===== src/rtl/port_link.sv =====
// port_link: host-side peripheral on the far end of the CPU's 4-bit
// port_input/port_output pair.
//
// Host-to-CPU bytes go into an RX FIFO. The CPU reads each byte as two nibbles.
// CPU-to-host bytes are built from four 2-bit shifts and then pushed into a
// TX FIFO.
//
// The CPU issues a command by toggling bit 3 of cpu_port_output. Bits 2:0 carry
// the command code.
//
// Ports:
//   clk             system clock, rising edge
//   reset           asynchronous, active-high reset
//   cpu_port_output CPU command nibble {phase, cmd[2:0]}
//   cpu_port_input  registered response nibble back to the CPU
//   host_rx_*       valid/ready byte stream into the RX FIFO
//   host_tx_*       first-word-fall-through byte stream out of the TX FIFO
module port_link #(
  parameter int FIFO_DEPTH = 4,
  parameter int PTR_W      = 2
) (
  input  logic       clk,
  input  logic       reset,
  input  logic [3:0] cpu_port_output,
  output logic [3:0] cpu_port_input,
  input  logic [7:0] host_rx_data,
  input  logic       host_rx_valid,
  output logic       host_rx_ready,
  output logic [7:0] host_tx_data,
  output logic       host_tx_valid,
  input  logic       host_tx_ready
);

  localparam logic [PTR_W:0] FULL_CNT = (PTR_W+1)'(FIFO_DEPTH);

  logic [7:0]     rx_mem_q [FIFO_DEPTH];
  logic [7:0]     tx_mem_q [FIFO_DEPTH];
  logic [PTR_W-1:0] rx_rd_q, rx_rd_d, rx_wr_q, rx_wr_d;
  logic [PTR_W-1:0] tx_rd_q, tx_rd_d, tx_wr_q, tx_wr_d;
  logic [PTR_W:0] rx_cnt_q, rx_cnt_d, tx_cnt_q, tx_cnt_d;
  logic [5:0]     shreg_q, shreg_d;
  logic [1:0]     shcnt_q, shcnt_d;
  logic           err_q, err_d;
  logic           primed_q, primed_d;
  logic           last_phase_q, last_phase_d;
  logic [3:0]     resp_q, resp_d;

  logic       rx_full, rx_empty, rx_push, rx_pop;
  logic       tx_full, tx_push, tx_pop;
  logic       fire;
  logic [2:0] cmd;
  logic [7:0] rx_head, tx_byte;

  assign host_rx_ready  = !rx_full;
  assign host_tx_valid  = (tx_cnt_q != '0);
  assign host_tx_data   = tx_mem_q[tx_rd_q];
  assign cpu_port_input = resp_q;

  always_comb begin
    rx_rd_d      = rx_rd_q;
    rx_wr_d      = rx_wr_q;
    tx_rd_d      = tx_rd_q;
    tx_wr_d      = tx_wr_q;
    rx_cnt_d     = rx_cnt_q;
    tx_cnt_d     = tx_cnt_q;
    shreg_d      = shreg_q;
    shcnt_d      = shcnt_q;
    err_d        = err_q;
    primed_d     = primed_q;
    last_phase_d = last_phase_q;
    resp_d       = resp_q;
    rx_pop       = 1'b0;
    tx_push      = 1'b0;

    cmd      = cpu_port_output[2:0];
    rx_head  = rx_mem_q[rx_rd_q];
    tx_byte  = {shreg_q, cmd[1:0]};
    // Full status is taken before any same-cycle pop, so a full FIFO never
    // accepts a push even while it is being drained.
    rx_full  = (rx_cnt_q == FULL_CNT);
    rx_empty = (rx_cnt_q == '0);
    tx_full  = (tx_cnt_q == FULL_CNT);
    rx_push  = host_rx_valid && !rx_full;
    tx_pop   = (tx_cnt_q != '0) && host_tx_ready;
    fire     = primed_q && (cpu_port_output[3] != last_phase_q);

    // The first edge after reset only records the phase level. This keeps a
    // port level held across reset from being taken as a toggle.
    if (!primed_q) begin
      primed_d     = 1'b1;
      last_phase_d = cpu_port_output[3];
    end else if (fire) begin
      last_phase_d = cpu_port_output[3];
    end

    if (fire) begin
      casez (cmd)
        3'b001, 3'b010: begin
          if (rx_empty) begin
            resp_d = 4'h0;
            err_d  = 1'b1;
          end else if (cmd[1]) begin
            resp_d = rx_head[3:0];
            rx_pop = 1'b1;
          end else begin
            resp_d = rx_head[7:4];
          end
        end
        3'b011: err_d = 1'b0;
        3'b1??: begin
          shreg_d = {shreg_q[3:0], cmd[1:0]};
          shcnt_d = shcnt_q + 2'd1;
          if (shcnt_q == 2'd3) begin
            if (tx_full) err_d = 1'b1;
            else         tx_push = 1'b1;
          end
        end
        default: ;
      endcase
    end

    rx_cnt_d = rx_cnt_q + (PTR_W+1)'(rx_push) - (PTR_W+1)'(rx_pop);
    rx_wr_d  = rx_wr_q + PTR_W'(rx_push);
    rx_rd_d  = rx_rd_q + PTR_W'(rx_pop);
    tx_cnt_d = tx_cnt_q + (PTR_W+1)'(tx_push) - (PTR_W+1)'(tx_pop);
    tx_wr_d  = tx_wr_q + PTR_W'(tx_push);
    tx_rd_d  = tx_rd_q + PTR_W'(tx_pop);

    // STATUS and SHIFT responses report FIFO state after this edge's updates.
    // STATUS reports err as it was before this edge clears it.
    if (fire && cmd == 3'b011)
      resp_d = {err_q, shcnt_q != 2'd0, tx_cnt_d == FULL_CNT, rx_cnt_d != '0};
    else if (fire && cmd[2])
      resp_d = {tx_cnt_d == FULL_CNT, 1'b0, shcnt_d};
  end

  always_ff @(posedge clk or posedge reset) begin
    if (reset) begin
      rx_rd_q      <= '0;
      rx_wr_q      <= '0;
      tx_rd_q      <= '0;
      tx_wr_q      <= '0;
      rx_cnt_q     <= '0;
      tx_cnt_q     <= '0;
      shreg_q      <= '0;
      shcnt_q      <= '0;
      err_q        <= 1'b0;
      primed_q     <= 1'b0;
      last_phase_q <= 1'b0;
      resp_q       <= '0;
    end else begin
      rx_rd_q      <= rx_rd_d;
      rx_wr_q      <= rx_wr_d;
      tx_rd_q      <= tx_rd_d;
      tx_wr_q      <= tx_wr_d;
      rx_cnt_q     <= rx_cnt_d;
      tx_cnt_q     <= tx_cnt_d;
      shreg_q      <= shreg_d;
      shcnt_q      <= shcnt_d;
      err_q        <= err_d;
      primed_q     <= primed_d;
      last_phase_q <= last_phase_d;
      resp_q       <= resp_d;
    end
  end

  // Storage needs no reset. Only entries that sit between the pointers are
  // ever observed.
  always_ff @(posedge clk) begin
    if (rx_push) rx_mem_q[rx_wr_q] <= host_rx_data;
    if (tx_push) tx_mem_q[tx_wr_q] <= tx_byte;
  end

endmodule


===== config.mk =====
export PLATFORM = sky130hd
export DESIGN_NAME = port_link
export DESIGN_NICKNAME = d
export VERILOG_FILES = /design/src/rtl/port_link.sv
export SDC_FILE = /design/constraint.sdc
export NUM_CORES = 1
export LEC_CHECK = 0
export CAP_MARGIN = 20
export CORE_ASPECT_RATIO = 0.7
export CORE_MARGIN = 3
export CORE_UTILIZATION = 47
export DETAILED_ROUTE_END_ITERATION = 8
export GPL_TIMING_DRIVEN = 1
export PLACE_DENSITY = 0.72
export SYNTH_ARGS = -nofsm -noshare
export SYNTH_HDL_FRONTEND = slang
export SYNTH_SLANG_ARGS = --single-unit
export TNS_END_PERCENT = 1

===== constraint.sdc =====
create_clock -name clk -period 4.3 [get_ports clk]
set_input_delay 0.43 -clock clk [delete_from_list [all_inputs] [get_ports clk]]
set_output_delay 0.43 -clock clk [all_outputs]
set_load 0.02 [all_outputs]

==> results of run 1 <==
per-stage QoR:
step	utilization	power, mW	cells
floorplan	-	1.93	221
global placement	0.561	2.21	345
detailed placement	0.565	2.25	346
CTS	0.604	3.03	362
global route	0.604	3.17	362
finish	0.604	3.00	362
critical path, cell delays in order:
cell and delay (ns):
sky130_fd_sc_hd__clkdlybuf4s50_1 0.52, sky130_fd_sc_hd__xor2_2 0.32, sky130_fd_sc_hd__nand3_2 0.27, sky130_fd_sc_hd__or2_1 0.39
sky130_fd_sc_hd__ha_1 0.30, sky130_fd_sc_hd__inv_1 0.04, sky130_fd_sc_hd__ha_1 0.18, sky130_fd_sc_hd__fa_1 0.37
sky130_fd_sc_hd__xor2_1 0.16, sky130_fd_sc_hd__xnor2_1 0.22, sky130_fd_sc_hd__a21oi_1 0.09, sky130_fd_sc_hd__a2111oi_1 0.40
layer usage:
layer | vias up | wire length [um] | track usage
met1 | 1036 | 3290 | 0.237
met5 | - | 0 | 0
li1 | 924 | - | -
met2 | 49 | 3230 | 0.257
met3 | 7 | 297 | 0.0457
met4 | 0 | 56 | 0.0415
path summary, 6_finish.rpt:
kind	start	cells past startpoint	endpoint
min	reset	2	tx_wr_q[0]
min in group clk	cpu_port_input[2]	2	cpu_port_input[2]
max in group asynchronous	reset	3	rx_rd_q[1]
max reg2reg	last_phase_q	11	cpu_port_input[1]
max	cpu_port_output[3]	12	cpu_port_input[1]
min reg2reg	cpu_port_input[2]	2	cpu_port_input[2]
placed cells by master, fill, tap and decap left out, types with 2 or more instances in the layout:
| cell | n |
|---|---|
| sky130_fd_sc_hd__edfxtp_1 | 64 |
| sky130_fd_sc_hd__dfrtp_1 | 29 |
| sky130_fd_sc_hd__ha_1 | 8 |
| sky130_fd_sc_hd__clkinv_4 | 2 |
| sky130_fd_sc_hd__nand4_1 | 2 |
| sky130_fd_sc_hd__nor3b_1 | 3 |
| sky130_fd_sc_hd__mux4_2 | 14 |
| sky130_fd_sc_hd__nor2_1 | 7 |
| sky130_fd_sc_hd__clkdlybuf4s50_1 | 29 |
| sky130_fd_sc_hd__inv_8 | 3 |
| sky130_fd_sc_hd__xor2_1 | 6 |
| sky130_fd_sc_hd__and2_1 | 2 |
| sky130_fd_sc_hd__nor3_1 | 3 |
| sky130_fd_sc_hd__nand2_1 | 6 |
| sky130_fd_sc_hd__buf_4 | 6 |
| sky130_fd_sc_hd__nor3b_2 | 2 |
| sky130_fd_sc_hd__a21oi_1 | 4 |
| sky130_fd_sc_hd__xnor2_1 | 6 |
| sky130_fd_sc_hd__fa_1 | 2 |
| sky130_fd_sc_hd__inv_1 | 11 |
| sky130_fd_sc_hd__mux4_1 | 2 |
| sky130_fd_sc_hd__mux2_2 | 10 |
| sky130_fd_sc_hd__and3_1 | 2 |
| sky130_fd_sc_hd__a31oi_1 | 2 |
| sky130_fd_sc_hd__a221oi_2 | 2 |
| sky130_fd_sc_hd__clkbuf_16 | 9 |
| sky130_fd_sc_hd__o21ai_0 | 2 |
| sky130_fd_sc_hd__or3_1 | 2 |
| sky130_fd_sc_hd__nor4_1 | 3 |
logic make-up (layout without fill, tap and decap cells):
| family | Yosys count | count (layout) | synth area share |
|---|---|---|---|
| AND/OR/NAND/NOR | 38 | 38 | 0.0577 |
| other | 1 | 1 | 0.000972 |
| AO/OA/AOI/OAI | 17 | 17 | 0.0344 |
| buffers and inverters | 21 | 64 | 0.0233 |
| flip-flops | 93 | 93 | 0.686 |
| multiplexers | 27 | 27 | 0.127 |
| XOR/XNOR | 13 | 13 | 0.0315 |
| adder cells (fa/ha/maj) | 11 | 11 | 0.0389 |
sequential cells by signal, indices dropped and copies added, names as in the netlist:
signal and count:
rx_mem_q 32, tx_mem_q 32, shreg_q 6, cpu_port_input 4, rx_cnt_q 3, tx_cnt_q 3
rx_rd_q 2, rx_wr_q 2, shcnt_q 2, tx_rd_q 2, tx_wr_q 2, err_q 1
last_phase_q 1, primed_q 1
power by group:
group | switching (mW) | internal, mW
Sequential | 0.213 | 1.18
Clock | 0.367 | 0.413
Combinational | 0.383 | 0.447
Total | 0.963 | 2.04
area by class of cell:
type                            count  area [um2]
Fill cell                         586        3010
Sequential cell                    93        2650
Multi-Input combinational cell    107        1120
Timing Repair Buffer               36         363
Clock buffer                        9         225
Tap cell                           98         123
Clock inverter                      7        76.3
Inverter                           12        45.0
==> results.sh, run 1 <==
export IMPL_status="complete, no violations"
export IMPL_initial_utilization=0.507
export IMPL_clock_tree_from_tritoncts="yes"
export IMPL_fin_area_um2=4600
export IMPL_number_of_global_route_vias_before_repair=2119
export IMPL_powerDensity_nw_per_um2=653
export IMPL_cap_violations=0
export IMPL_setup_worst_path_end_class="flip-flop"
export IMPL_port_buf_inserts=29
export IMPL_area_of_the_die_um2=9350
export IMPL_fp_row_count=26
export IMPL_grt_overflow_total=0
export IMPL_cp_start_kind="input port"
export IMPL_global_route_wire_length_before_repair_um=11400
export IMPL_netlist_top_cell_by_area="sky130_fd_sc_hd__edfxtp_1"
export IMPL_irDropWorstVdd_v=0.000355
export IMPL_net_count_of_the_mapped_netlist=247
export IMPL_synth_largest_type_area_fraction=0.498
export IMPL_yosys_top_cells_area="sky130_fd_sc_hd__edfxtp_1 50%, sky130_fd_sc_hd__dfrtp_1 19%, sky130_fd_sc_hd__mux4_2 8.2%"
export IMPL_worst_endpoint_required_ns=4.51
export IMPL_timing_worst_setup_path_type="input port to flip-flop"
export IMPL_firstDrtPassIters=5
export IMPL_area_growth_synth_to_final_pct=19.2
export IMPL_rsz0062_at_grt="false"
export IMPL_hp_class="input port to asynchronous set/reset pin"
export IMPL_synth_avg_cell_area_um2=17.5
export IMPL_synth_edf_count=64
export IMPL_drt_wirelength_per_cell_um=19.0
export IMPL_worst_endpoint_arrival_ns=3.70
export IMPL_antennaDiodeCount=0
export IMPL_clk_insertion_delay_late_ns=0.34
export IMPL_drt_initial_drc_count=105
export IMPL_setup_viol=0
export IMPL_drc=0
export IMPL_finalHoldViolations=0
export IMPL_htreeDepth=3
export IMPL_place_ws_ns=0.473
export IMPL_cts_clk_slew_worst_paths_ns=0.07
export IMPL_postSynthRegisterBits=93
export IMPL_leak_pwr_nw=1.69
export IMPL_fmax_ghz=0.287
export IMPL_post_dp_cell_area_um2=4300
export IMPL_io_pins=30
export IMPL_core_area_um2=7610
export IMPL_setup_reg_to_reg_worst_slack_ns=1.01
export IMPL_timing_hold_ws_ns=0.378
export IMPL_cells_resized_by_post_cts_repair=0
export IMPL_synth_distinct_cells=46
export IMPL_finalSetupTns_ns=0
export IMPL_detailed_place_hpwl_um=4690
export IMPL_die_y_um=81.8
export IMPL_synth_async_reset_ratio=0.312
export IMPL_total_cts_buffers=9
export IMPL_vias=2016
export IMPL_clock_sink_count=93
export IMPL_post_route_min_period_ns=3.49
export IMPL_initial_antenna_violation_count=0
export IMPL_seq_area_frac_synth=0.686
export IMPL_dieWidth_um=114
export IMPL_timing_final_max_slew_violations=0
export IMPL_min_period_over_period=0.812
export IMPL_synth_cells=221
export IMPL_worst_relative_slew_slack=0.471
export IMPL_hold_buffers=0
export IMPL_clock_tree_buffer_depth=2
export IMPL_clock_skew_final_ns=0.00711
export IMPL_postLayoutSetupSlackWorst_ns=0.810
export IMPL_gp_routability_congestion=0.797
export IMPL_buffer_type_at_the_clock_tree_root="sky130_fd_sc_hd__clkbuf_16"
export IMPL_ant_nets=0
export IMPL_critical_path_max_fanout=9
export IMPL_grtUsageTotal=0.166
export IMPL_worst_slew_pin_transition_ns=0.791
export IMPL_ys_top_cells_by_count="64 x sky130_fd_sc_hd__edfxtp_1, 29 x sky130_fd_sc_hd__dfrtp_1, 14 x sky130_fd_sc_hd__mux4_2"
export IMPL_largest_net_degree_at_the_start_of_global_routing=23
export IMPL_finalNetCount=285
export IMPL_post_drt_via_cell_ratio=5.57
export IMPL_detail_route_wirelength_um=6870
export IMPL_synth_main_ff_cell="sky130_fd_sc_hd__edfxtp_1"
export IMPL_post_cts_repair_setup_buffers=0
export IMPL_mappedNetlistArea_um2=3860
export IMPL_post_synth_top_count_cell="sky130_fd_sc_hd__edfxtp_1"
export IMPL_drive_gt1_frac=0.208
export IMPL_yosysWarningCount=0
No activity file was read; power rests on OpenSTA's default activity.
==> run 2, diff against run 1 <==
--- a/config.mk
+++ b/config.mk
@@ -11,7 +11,7 @@
 export CORE_UTILIZATION = 47
 export DETAILED_ROUTE_END_ITERATION = 8
 export GPL_TIMING_DRIVEN = 1
-export PLACE_DENSITY = 0.72
+export PLACE_DENSITY = 0.75
 export SYNTH_ARGS = -nofsm -noshare
 export SYNTH_HDL_FRONTEND = slang
 export SYNTH_SLANG_ARGS = --single-unit
==> constraint.sdc (replaced) <==
create_clock -name clk -period 2.9 [get_ports clk]
set_input_delay 0.29 -clock clk [delete_from_list [all_inputs] [get_ports clk]]
set_output_delay 0.29 -clock clk [all_outputs]
set_load 0.02 [all_outputs]
==> run 2 against run 1 <==
Effect of this change: utilization grew 1.3 points; sequential share of layout area fell by 1.2 points; hold slack got worse by 0.23 ns.
==> results.sh, run 2 (synthesized netlist as in run 1, its figures left out) <==
export IMPL_drt_initial_drc_count=95
export IMPL_area_of_the_die_um2=9350
export IMPL_combinationalPowerShare=0.286
export IMPL_finalNetCount=294
export IMPL_cpMaxStageDelayCell="sky130_fd_sc_hd__dfrtp_1"
export IMPL_grtUsageTotal=0.158
export IMPL_area_growth_synth_to_final_pct=21.9
export IMPL_worst_slew_pin_transition_ns=0.598
export IMPL_worstHoldStart="cpu_port_output[3]"
export IMPL_placed_cells_incl_taps=353
export IMPL_r2r_cells=10
export IMPL_clock_sink_count=93
export IMPL_part_of_the_power_in_the_clock_network=0.263
export IMPL_port_buf_inserts=29
export IMPL_fillCellCount=577
export IMPL_layout_cells_most_common="sky130_fd_sc_hd__edfxtp_1"
export IMPL_total_cts_buffers=9
export IMPL_drt_wirelength_per_cell_um=17.6
export IMPL_p_sw_frac=0.308
export IMPL_detail_route_wirelength_um=6530
export IMPL_fin_area_um2=4700
export IMPL_global_route_wire_length_before_repair_um=11000
export IMPL_vias=2049
export IMPL_switching_power_mw=1.41
export IMPL_number_of_global_route_vias_before_repair=2036
export IMPL_status="complete, no violations"
export IMPL_drive_gt1_frac=0.253
export IMPL_core_area_um2=7610
export IMPL_post_dp_cell_area_um2=4340
export IMPL_timing_worst_setup_path_type="flip-flop to flip-flop"
export IMPL_fp_row_count=26
export IMPL_worst_endpoint_arrival_ns=2.97
export IMPL_worst_relative_slew_slack=0.601
export IMPL_die_y_um=81.8
export IMPL_ant_nets=0
export IMPL_timing_final_max_slew_violations=0
export IMPL_hp_class="input port to flip-flop"
export IMPL_buffer_type_at_the_clock_tree_root="sky130_fd_sc_hd__clkbuf_16"
export IMPL_drc=0
export IMPL_io_pins=30
export IMPL_setup_worst_path_end_class="flip-flop"
export IMPL_cts_clk_slew_worst_paths_ns=0.07
export IMPL_r2r_start="tx_cnt_q[1]"
export IMPL_fmax_ghz=0.364
export IMPL_hold_path_depth=1
export IMPL_post_drt_via_cell_ratio=5.52
export IMPL_grt_overflow_total=0
export IMPL_cap_violations=0
export IMPL_worst_path_buf_inv=1
export IMPL_worstHoldEndpoint="last_phase_q"
export IMPL_min_period_over_period=0.946
export IMPL_firstDrtPassIters=4
export IMPL_antennaDiodeCount=0
export IMPL_clock_tree_buffer_depth=2
export IMPL_seqPwrFrac=0.451
export IMPL_worst_path_largest_cell_delay_ns=0.43
export IMPL_setup_reg_to_reg_worst_slack_ns=0.16
export IMPL_crit_reg2reg_capture="cpu_port_input[1]"
export IMPL_clock_skew_final_ns=0.00658
export IMPL_initial_antenna_violation_count=0
export IMPL_largest_net_degree_at_the_start_of_global_routing=30
export IMPL_cp_start_kind="flip-flop"
export IMPL_finalHoldViolations=0
export IMPL_gp_routability_congestion=0.781
export IMPL_powerDensity_nw_per_um2=972
export IMPL_critical_path_max_fanout=4
export IMPL_largestRegisters="rx_mem_q: 32 flops, tx_mem_q: 32 flops, shreg_q: 6 flops"
export IMPL_initial_utilization=0.507
export IMPL_timing_critical_path_cells="or3_1, and2_1, ha_1, inv_1, ha_1, fa_2, xor2_2, xnor2_2, a21oi_2, a2111oi_2"
export IMPL_clk_insertion_delay_late_ns=0.33
export IMPL_dieWidth_um=114
export IMPL_final_core_utilization=0.618
export IMPL_detailed_place_hpwl_um=4500
export IMPL_worst_endpoint_required_ns=3.13
export IMPL_leak_pwr_nw=1.75
export IMPL_hold_buffers=0
export IMPL_htreeDepth=3
export IMPL_clock_tree_from_tritoncts="yes"
export IMPL_post_route_min_period_ns=2.74
export IMPL_final_cell_mix="64 x sky130_fd_sc_hd__edfxtp_1, 29 x sky130_fd_sc_hd__dfrtp_1, 28 x sky130_fd_sc_hd__clkdlybuf4s50_1"
export IMPL_critical_path_top_delay_family="adder cells"
export IMPL_setup_viol=0
export IMPL_layout_cells_non_filler=371
export IMPL_irDropWorstVdd_v=0.000521
export IMPL_cpMostUsedCell="sky130_fd_sc_hd__ha_1"
export IMPL_internal_power_mw=3.17
==> run 2: power by group through the flow <==
stage,Clock [mW],Combinational [mW],Sequential [mW]
finish,1.20,1.31,2.06
global route,1.29,1.43,2.12
CTS,1.23,1.24,2.06
detailed placement,0,1.23,2.09
global placement,0,1.21,2.08
floorplan,0,0.924,1.94
==> run 2: final cells by class <==
type	instances	area, um2	share of cell area
Inverter	12	45.0	0.00958
Clock buffer	9	225	0.0479
Clock inverter	7	92.6	0.0197
Tap cell	98	123	0.0261
Sequential cell	93	2650	0.563
Multi-Input combinational cell	107	1160	0.246
Timing Repair Buffer	45	413	0.0878
==> run 2: worst max path at each step <==
| stage | from | end | cells past startpoint |
|---|---|---|---|
| floorplan | last_phase_q | cpu_port_input[1] | 12 |
| global placement | cpu_port_output[3] | cpu_port_input[1] | 12 |
| detailed placement | cpu_port_output[3] | cpu_port_input[1] | 12 |
| CTS | cpu_port_output[3] | cpu_port_input[1] | 12 |
| global route | tx_cnt_q[1] | cpu_port_input[1] | 10 |
| finish | tx_cnt_q[1] | cpu_port_input[1] | 10 |
==> run 2: metrics by stage <==
step | setup TNS, ns | setup slack (ns) | hold WS [ns] | total power [mW]
after floorplan | 0 | 0.0358 | 0.368 | 2.87
final | 0 | 0.156 | 0.147 | 4.57
after global placement | -0.358 | -0.179 | 0.496 | 3.29
after CTS | 0 | 0.0982 | 0.337 | 4.53
after global routing | -0.0105 | -0.0105 | 0.167 | 4.83
after detailed placement | -0.558 | -0.265 | 0.503 | 3.32
==> run 2: routing by layer <==
layer	vias to the layer above	share of wire	GRT usage
li1	947	-	-
met1	1045	0.49	0.232
met2	51	0.45	0.232
met3	6	0.049	0.0398
met4	0	0.010	0.0534
met5	-	0	0
==> run 2: what timing repair did <==
| item | 4_1_cts | 5_1_grt |
|---|---|---|
| setup endpoints to repair | 0 | 3 |
| hold endpoints to repair | 0 | 0 |
| buffers inserted | 0 | 2 |
| gates resized for setup | 0 | 6 |
==> run 2: worst reg2reg max path, cell delays in order, from the launching register on <==
cell and delay, ns:
sky130_fd_sc_hd__dfrtp_1 0.43, sky130_fd_sc_hd__or3_1 0.38, sky130_fd_sc_hd__and2_1 0.20, sky130_fd_sc_hd__ha_1 0.28, sky130_fd_sc_hd__inv_1 0.04, sky130_fd_sc_hd__ha_1 0.18, sky130_fd_sc_hd__fa_2 0.35, sky130_fd_sc_hd__xor2_2 0.17
sky130_fd_sc_hd__xnor2_2 0.20, sky130_fd_sc_hd__a21oi_2 0.08, sky130_fd_sc_hd__a2111oi_2 0.34
